===== src/rtl/uart_pkg.sv =====
// Shared constants and FSM state encoding for the UART transmit path.
package uart_pkg;

    localparam int UART_DEFAULT_CLKS_PER_BIT = 217;
    localparam int UART_DATA_BITS            = 8;

    typedef enum logic [1:0] {
        IDLE  = 2'd0,
        START = 2'd1,
        DATA  = 2'd2,
        STOP  = 2'd3
    } tx_state_e;

endpackage


===== src/rtl/uart_tx_fifo.sv =====
// Byte FIFO with wrap-bit pointers; head byte visible combinationally on dout.
// Pushes are dropped while full and pops are ignored while empty.
module uart_tx_fifo
    import uart_pkg::*;
#(
    parameter int DEPTH = 4
) (
    input  logic                      clk,
    input  logic                      resetn,
    input  logic                      push,
    input  logic [UART_DATA_BITS-1:0] din,
    input  logic                      pop,
    output logic [UART_DATA_BITS-1:0] dout,
    output logic                      full,
    output logic                      empty,
    output logic [$clog2(DEPTH):0]    count
);

    localparam int            AW       = $clog2(DEPTH);
    localparam logic [AW:0]   FULL_CNT = DEPTH[AW:0];

    logic [UART_DATA_BITS-1:0] mem_q [DEPTH];
    logic [AW:0]               wr_ptr_q;
    logic [AW:0]               rd_ptr_q;
    logic                      push_en;
    logic                      pop_en;

    // The extra pointer bit distinguishes full from empty when the indices match.
    assign count   = wr_ptr_q - rd_ptr_q;
    assign full    = (count == FULL_CNT);
    assign empty   = (wr_ptr_q == rd_ptr_q);
    assign push_en = push && !full;
    assign pop_en  = pop && !empty;
    assign dout    = mem_q[rd_ptr_q[AW-1:0]];

    always_ff @(posedge clk) begin
        if (push_en) begin
            mem_q[wr_ptr_q[AW-1:0]] <= din;
        end
    end

    always_ff @(posedge clk or negedge resetn) begin
        if (!resetn) begin
            wr_ptr_q <= '0;
            rd_ptr_q <= '0;
        end else begin
            if (push_en) begin
                wr_ptr_q <= wr_ptr_q + 1'b1;
            end
            if (pop_en) begin
                rd_ptr_q <= rd_ptr_q + 1'b1;
            end
        end
    end

endmodule


===== src/rtl/uart_tx.sv =====
// 8N1/8N2 UART transmitter fed by a byte FIFO; TXD falls one clock after a byte lands in an idle, empty FIFO.
// tx_ready drops only while the FIFO is full; frames are sent back to back with no idle gap.
module uart_tx
    import uart_pkg::*;
#(
    parameter int CLKS_PER_BIT = UART_DEFAULT_CLKS_PER_BIT,
    parameter int FIFO_DEPTH   = 4,
    parameter int STOP_BITS    = 1
) (
    input  logic                          clk,
    input  logic                          resetn,
    input  logic [UART_DATA_BITS-1:0]     tx_data,
    input  logic                          tx_valid,
    output logic                          tx_ready,
    output logic                          TXD,
    output logic                          busy,
    output logic [$clog2(FIFO_DEPTH):0]   fifo_count
);

    localparam int            BW        = $clog2(CLKS_PER_BIT);
    localparam logic [BW-1:0] BAUD_LAST = BW'(CLKS_PER_BIT - 1);
    localparam logic [2:0]    BIT_LAST  = 3'(UART_DATA_BITS - 1);
    localparam logic          STOP_LAST = (STOP_BITS == 2);

    tx_state_e                 state_q;
    logic [BW-1:0]             baud_q;
    logic [2:0]                bit_q;
    logic                      stop_q;
    logic [UART_DATA_BITS-1:0] shift_q;
    logic                      txd_q;
    logic                      busy_q;

    logic                      fifo_full;
    logic                      fifo_empty;
    logic [UART_DATA_BITS-1:0] fifo_dout;
    logic                      bit_end;
    logic                      pop;

    uart_tx_fifo #(
        .DEPTH (FIFO_DEPTH)
    ) u_fifo (
        .clk    (clk),
        .resetn (resetn),
        .push   (tx_valid),
        .din    (tx_data),
        .pop    (pop),
        .dout   (fifo_dout),
        .full   (fifo_full),
        .empty  (fifo_empty),
        .count  (fifo_count)
    );

    assign tx_ready = !fifo_full;
    assign TXD      = txd_q;
    assign busy     = busy_q;
    assign bit_end  = (baud_q == BAUD_LAST);

    // Popping at the end of the last stop bit chains frames without an idle cycle.
    assign pop = !fifo_empty &&
                 ((state_q == IDLE) ||
                  ((state_q == STOP) && bit_end && (stop_q == STOP_LAST)));

    always_ff @(posedge clk or negedge resetn) begin
        if (!resetn) begin
            state_q <= IDLE;
            baud_q  <= '0;
            bit_q   <= '0;
            stop_q  <= 1'b0;
            shift_q <= '0;
            txd_q   <= 1'b1;
            busy_q  <= 1'b0;
        end else begin
            baud_q <= ((state_q == IDLE) || bit_end) ? '0 : baud_q + 1'b1;
            case (state_q)
                IDLE: begin
                    if (pop) begin
                        shift_q <= fifo_dout;
                        txd_q   <= 1'b0;
                        busy_q  <= 1'b1;
                        state_q <= START;
                    end
                end
                START: begin
                    if (bit_end) begin
                        txd_q   <= shift_q[0];
                        bit_q   <= '0;
                        state_q <= DATA;
                    end
                end
                DATA: begin
                    if (bit_end) begin
                        if (bit_q == BIT_LAST) begin
                            txd_q   <= 1'b1;
                            stop_q  <= 1'b0;
                            state_q <= STOP;
                        end else begin
                            shift_q <= shift_q >> 1;
                            txd_q   <= shift_q[1];
                            bit_q   <= bit_q + 3'd1;
                        end
                    end
                end
                STOP: begin
                    if (bit_end) begin
                        if (stop_q == STOP_LAST) begin
                            if (pop) begin
                                shift_q <= fifo_dout;
                                txd_q   <= 1'b0;
                                state_q <= START;
                            end else begin
                                busy_q  <= 1'b0;
                                state_q <= IDLE;
                            end
                        end else begin
                            stop_q <= 1'b1;
                        end
                    end
                end
                default: state_q <= IDLE;
            endcase
        end
    end

endmodule


===== config.mk =====
export PLATFORM = sky130hd
export DESIGN_NAME = uart_tx
export DESIGN_NICKNAME = d
export VERILOG_FILES = /design/src/rtl/uart_pkg.sv /design/src/rtl/uart_tx_fifo.sv /design/src/rtl/uart_tx.sv
export SDC_FILE = /design/constraint.sdc
export NUM_CORES = 1
export LEC_CHECK = 0
export ABC_AREA = 1
export ABC_CLOCK_PERIOD_IN_PS = 1920
export CAP_MARGIN = 20
export CORE_ASPECT_RATIO = 0.8
export CORE_MARGIN = 10
export CORE_UTILIZATION = 35
export DETAILED_ROUTE_END_ITERATION = 16
export GPL_ROUTABILITY_DRIVEN = 0
export PLACE_DENSITY = 0.49
export SYNTH_ARGS = -nofsm -noshare
export SYNTH_HDL_FRONTEND = slang
export SYNTH_SLANG_ARGS = --single-unit

===== constraint.sdc =====
create_clock -name clk -period 1.92 [get_ports clk]
set_input_delay 0.192 -clock clk [delete_from_list [all_inputs] [get_ports clk]]
set_output_delay 0.192 -clock clk [all_outputs]
set_load 0.05 [all_outputs]

==> results_dict.tcl <==
set metrics [dict create \
    status "finished with violations" \
    violations "negative setup slack" \
    wl_mm 6.30 \
    muxShareOfSynthArea_pct 0 \
    io-pin-count 17 \
    drtIter0Drc 114 \
    maxCapViolCount 0 \
    start_util_pct 35.6 \
    required_ns 1.73 \
    grt_busiest_layer "met1" \
    cp-start-kind "register" \
    synth_common_cells "103 x nand2_1, 32 x edfxtp_1, 31 x nand3_1" \
    cellPowerDensity_mw_per_mm2 1940 \
    post_drt_wl_per_cell_um 13.5 \
    fin_skew_ns 0.00956 \
    synth_area_per_cell_sq_um 9.58 \
    hpwl_mm 4.74 \
    grt_max_degree 30 \
    synth_top_area_share_pct 32.3 \
    synth_nets 338 \
    final_cell_count_no_fill 468 \
    viasPerCell 4.51 \
    clkSinkCount 61 \
    area_growth_pct 24.0 \
    setup_viol 18 \
    synth_largest_area_cell "edfxtp_1" \
    async_flop_share_pct 47.5 \
    synth-adder-area-share_pct 6.97 \
    ys_types 32 \
    path_clk_slew_ns 0.07 \
    synth_seq_cells 61 \
    clockBufferDepth 2 \
    synth_xor_xnor_area_share_pct 1.43 \
    rsz0062_at_grt "yes" \
    total_power_mw 7.18 \
    ys_seq_area_share_pct 56.7 \
    maxSlewHeadroom_pct 66.8 \
    met2_usage_pct 14.0 \
    antenna_found_initial 0 \
    die_h_um 103 \
    first_pass_iters 4 \
    netlist_instances 311 \
    leakage_nw 1.66 \
    synth_top_family_by_area "simple AND/OR/NAND/NOR gates" \
    peakVddDrop_mv 1.47 \
    period_share_pct 105 \
    grtUsageTotal_pct 10.9 \
    period_minus_slack_ns 2.02 \
    core_area_sq_mm 0.00837 \
    synth-main-ff-cell "edfxtp_1" \
    crit_type "reg2out" \
    preCtsSetupSlack_ns -0.0242 \
    yosysMostFrequentCell "nand2_1" \
    setup_ws_ns -0.103 \
    numPortBuffers 16 \
    max_stage_delay_ns 0.57 \
    post-route-util_pct 44.1 \
    fin_area_sq_mm 0.00369 \
    synth_warnings 0 \
    cts-root-buf "clkbuf_8" \
    overflow 0 \
    cts_buffers 9 \
    finalHoldViolCount 0 \
    drive_gt1_share_pct 18.3 \
    postPlaceCellArea_sq_mm 0.00347 \
    placed_cells_incl_taps 448 \
    fmax_mhz 494 \
    placementRows 30 \
    synth_compound_area_share_pct 4.37 \
    grt_pass1_vias 2005 \
    regToRegSetupSlack_ns -0.05 \
    antenna_cells 0 \
    crit_fanout 2 \
    hp-class "in2async" \
    synth_edf_count 32 \
    die_width_um 123 \
    endpoint_kind "output port" \
    num-fill-cells 809 \
    layout.nets 378 \
    grt.met1_usage_pct 16.4 \
    grt_first_pass_wirelength_mm 10.6 \
    num_vias 2110 \
    die_area_sq_mm 0.0126 \
    critPathSlowestCell "fa_2" \
    use_met3_pct 3.12 \
    maxSlewViolCount 0 \
    tightest_slew_ns 0.496 \
    insertion_delay_ns 0.33 \
    crit_chain "inv_2, ha_4, fa_2, nand3_4, buf_6, buf_12" \
    synth_area_leaders "edfxtp_1 32%, dfrtp_1 24%, nand2_1 13%" \
    cp_data_arrival_time_ns 1.83 \
    syn-cell-area_sq_mm 0.00298 \
    ctsHoldBuffers 0 \
    htreeDepth 3 \
    drc 0 \
    synthSimpleGateAreaFrac_pct 24.7 \
    cts_tree "yes" \
    ant_nets 0 \
]
==> registers in the layout, summed over array words and instances, names as in the netlist <==
name and cells:
shift_q 8, TXD 1, u_fifo.wr_ptr_q 3, u_fifo.mem_q 32, state_q 2, baud_q 8, bit_q 3, u_fifo.rd_ptr_q 3
busy 1
==> per-stage QoR <==
step           hold slack, ns  setup TNS (ns)
2_1_floorplan          -0.104          -10.83
3_3_place_gp            0.450               0
3_5_place_dp            0.455          -0.328
4_1_cts                 0.266           -2.36
5_1_grt                 0.303           -4.27
6_report                0.252          -0.722
==> worst max-delay path, delay by kind of cell (launching register included) <==
| family | cells | cell delay, ns |
|---|---|---|
| fa+ha+maj | 2 | 0.73 |
| flops | 1 | 0.36 |
| buf+inv | 3 | 0.33 |
| simple gates | 1 | 0.09 |
==> cell type report <==
| class | count | area (sq um) | share of cell area (%) |
|---|---|---|---|
| repair buffers | 36 | 362 | 9.79 |
| multi-input cells | 210 | 1200 | 32.4 |
| clock inverters | 5 | 25.0 | 0.678 |
| flip-flops and latches | 61 | 1690 | 45.7 |
| well taps | 112 | 140 | 3.80 |
| clock buffers | 11 | 151 | 4.10 |
| inverters | 33 | 129 | 3.49 |
==> timing repair <==
action,in CTS,in global routing
gates resized for setup,2,3
pin swaps,8,2
hold endpoints to repair,0,0
setup endpoints to repair,19,38
setup buffers,4,1
==> placed cells by master (no fill, tap or decap) <==
| cell type | Yosys | final |
|---|---|---|
| o22ai_1 | 1 | 1 |
| buf_4 | 2 | 17 |
| nand3_1 | 31 | 31 |
| clkinv_2 | 0 | 2 |
| nor4_1 | 1 | 1 |
| inv_1 | 28 | 26 |
| nand2_2 | 6 | 5 |
| xnor2_4 | 0 | 1 |
| nor2_1 | 17 | 12 |
| clkinvlp_4 | 0 | 1 |
| nor3_1 | 4 | 4 |
| o21ai_0 | 8 | 8 |
| nor3b_1 | 3 | 3 |
| clkdlybuf4s50_1 | 0 | 12 |
| buf_6 | 1 | 3 |
| fa_2 | 0 | 1 |
| and3_1 | 1 | 1 |
| ha_4 | 0 | 1 |
| nor2_2 | 1 | 2 |
| buf_12 | 0 | 4 |
| nand3_4 | 0 | 1 |
| a21oi_4 | 2 | 2 |
| o21bai_1 | 1 | 1 |
| nand2_4 | 2 | 2 |
| xor2_1 | 3 | 3 |
| ha_1 | 15 | 14 |
| o21ai_2 | 1 | 1 |
| edfxtp_1 | 32 | 32 |
| clkinv_4 | 1 | 1 |
| clkbuf_8 | 0 | 11 |
| clkinv_1 | 2 | 4 |
| dfrtp_1 | 28 | 28 |
| dfstp_2 | 1 | 1 |
| a21oi_1 | 7 | 7 |
| nor2_4 | 0 | 4 |
| nand2_1 | 103 | 103 |
| nand2_8 | 0 | 1 |
| inv_2 | 2 | 4 |
==> power breakdown <==
part	leakage [nW]	switching (mW)	internal [mW]
sequential	0.661	0.195	1.81
clock	0.0902	0.484	0.525
combinational	0.911	2.43	1.73
==> logic make-up (layout without fill, tap and decap cells) <==
group / Yosys count / in the layout
DFF: 61 / 61
xor gates and xnor gates: 4 / 4
AOI/OAI and AO/OA: 20 / 20
adders and majority gates: 16 / 16
and+or+nand+nor: 170 / 170
buffers and inverters: 40 / 85
==> path summary, 6_finish.rpt <==
check	endpoint	cells past startpoint	start
min	u_fifo.wr_ptr_q[1]	2	resetn
min reg2reg	TXD	2	TXD
max reg2reg	u_fifo.mem_q[0][3]	7	u_fifo.wr_ptr_q[0]
min in group clk	TXD	2	TXD
max	tx_ready	6	u_fifo.wr_ptr_q[0]
max in group asynchronous	TXD	2	resetn
==> routing by layer <==
metal	vias up	wire length, um
met2	46	2450
met3	10	466
li1	1089	-
met4	0	92
met5	-	0
met1	965	3290
Note: power is estimated with default switching activity, not from simulation.
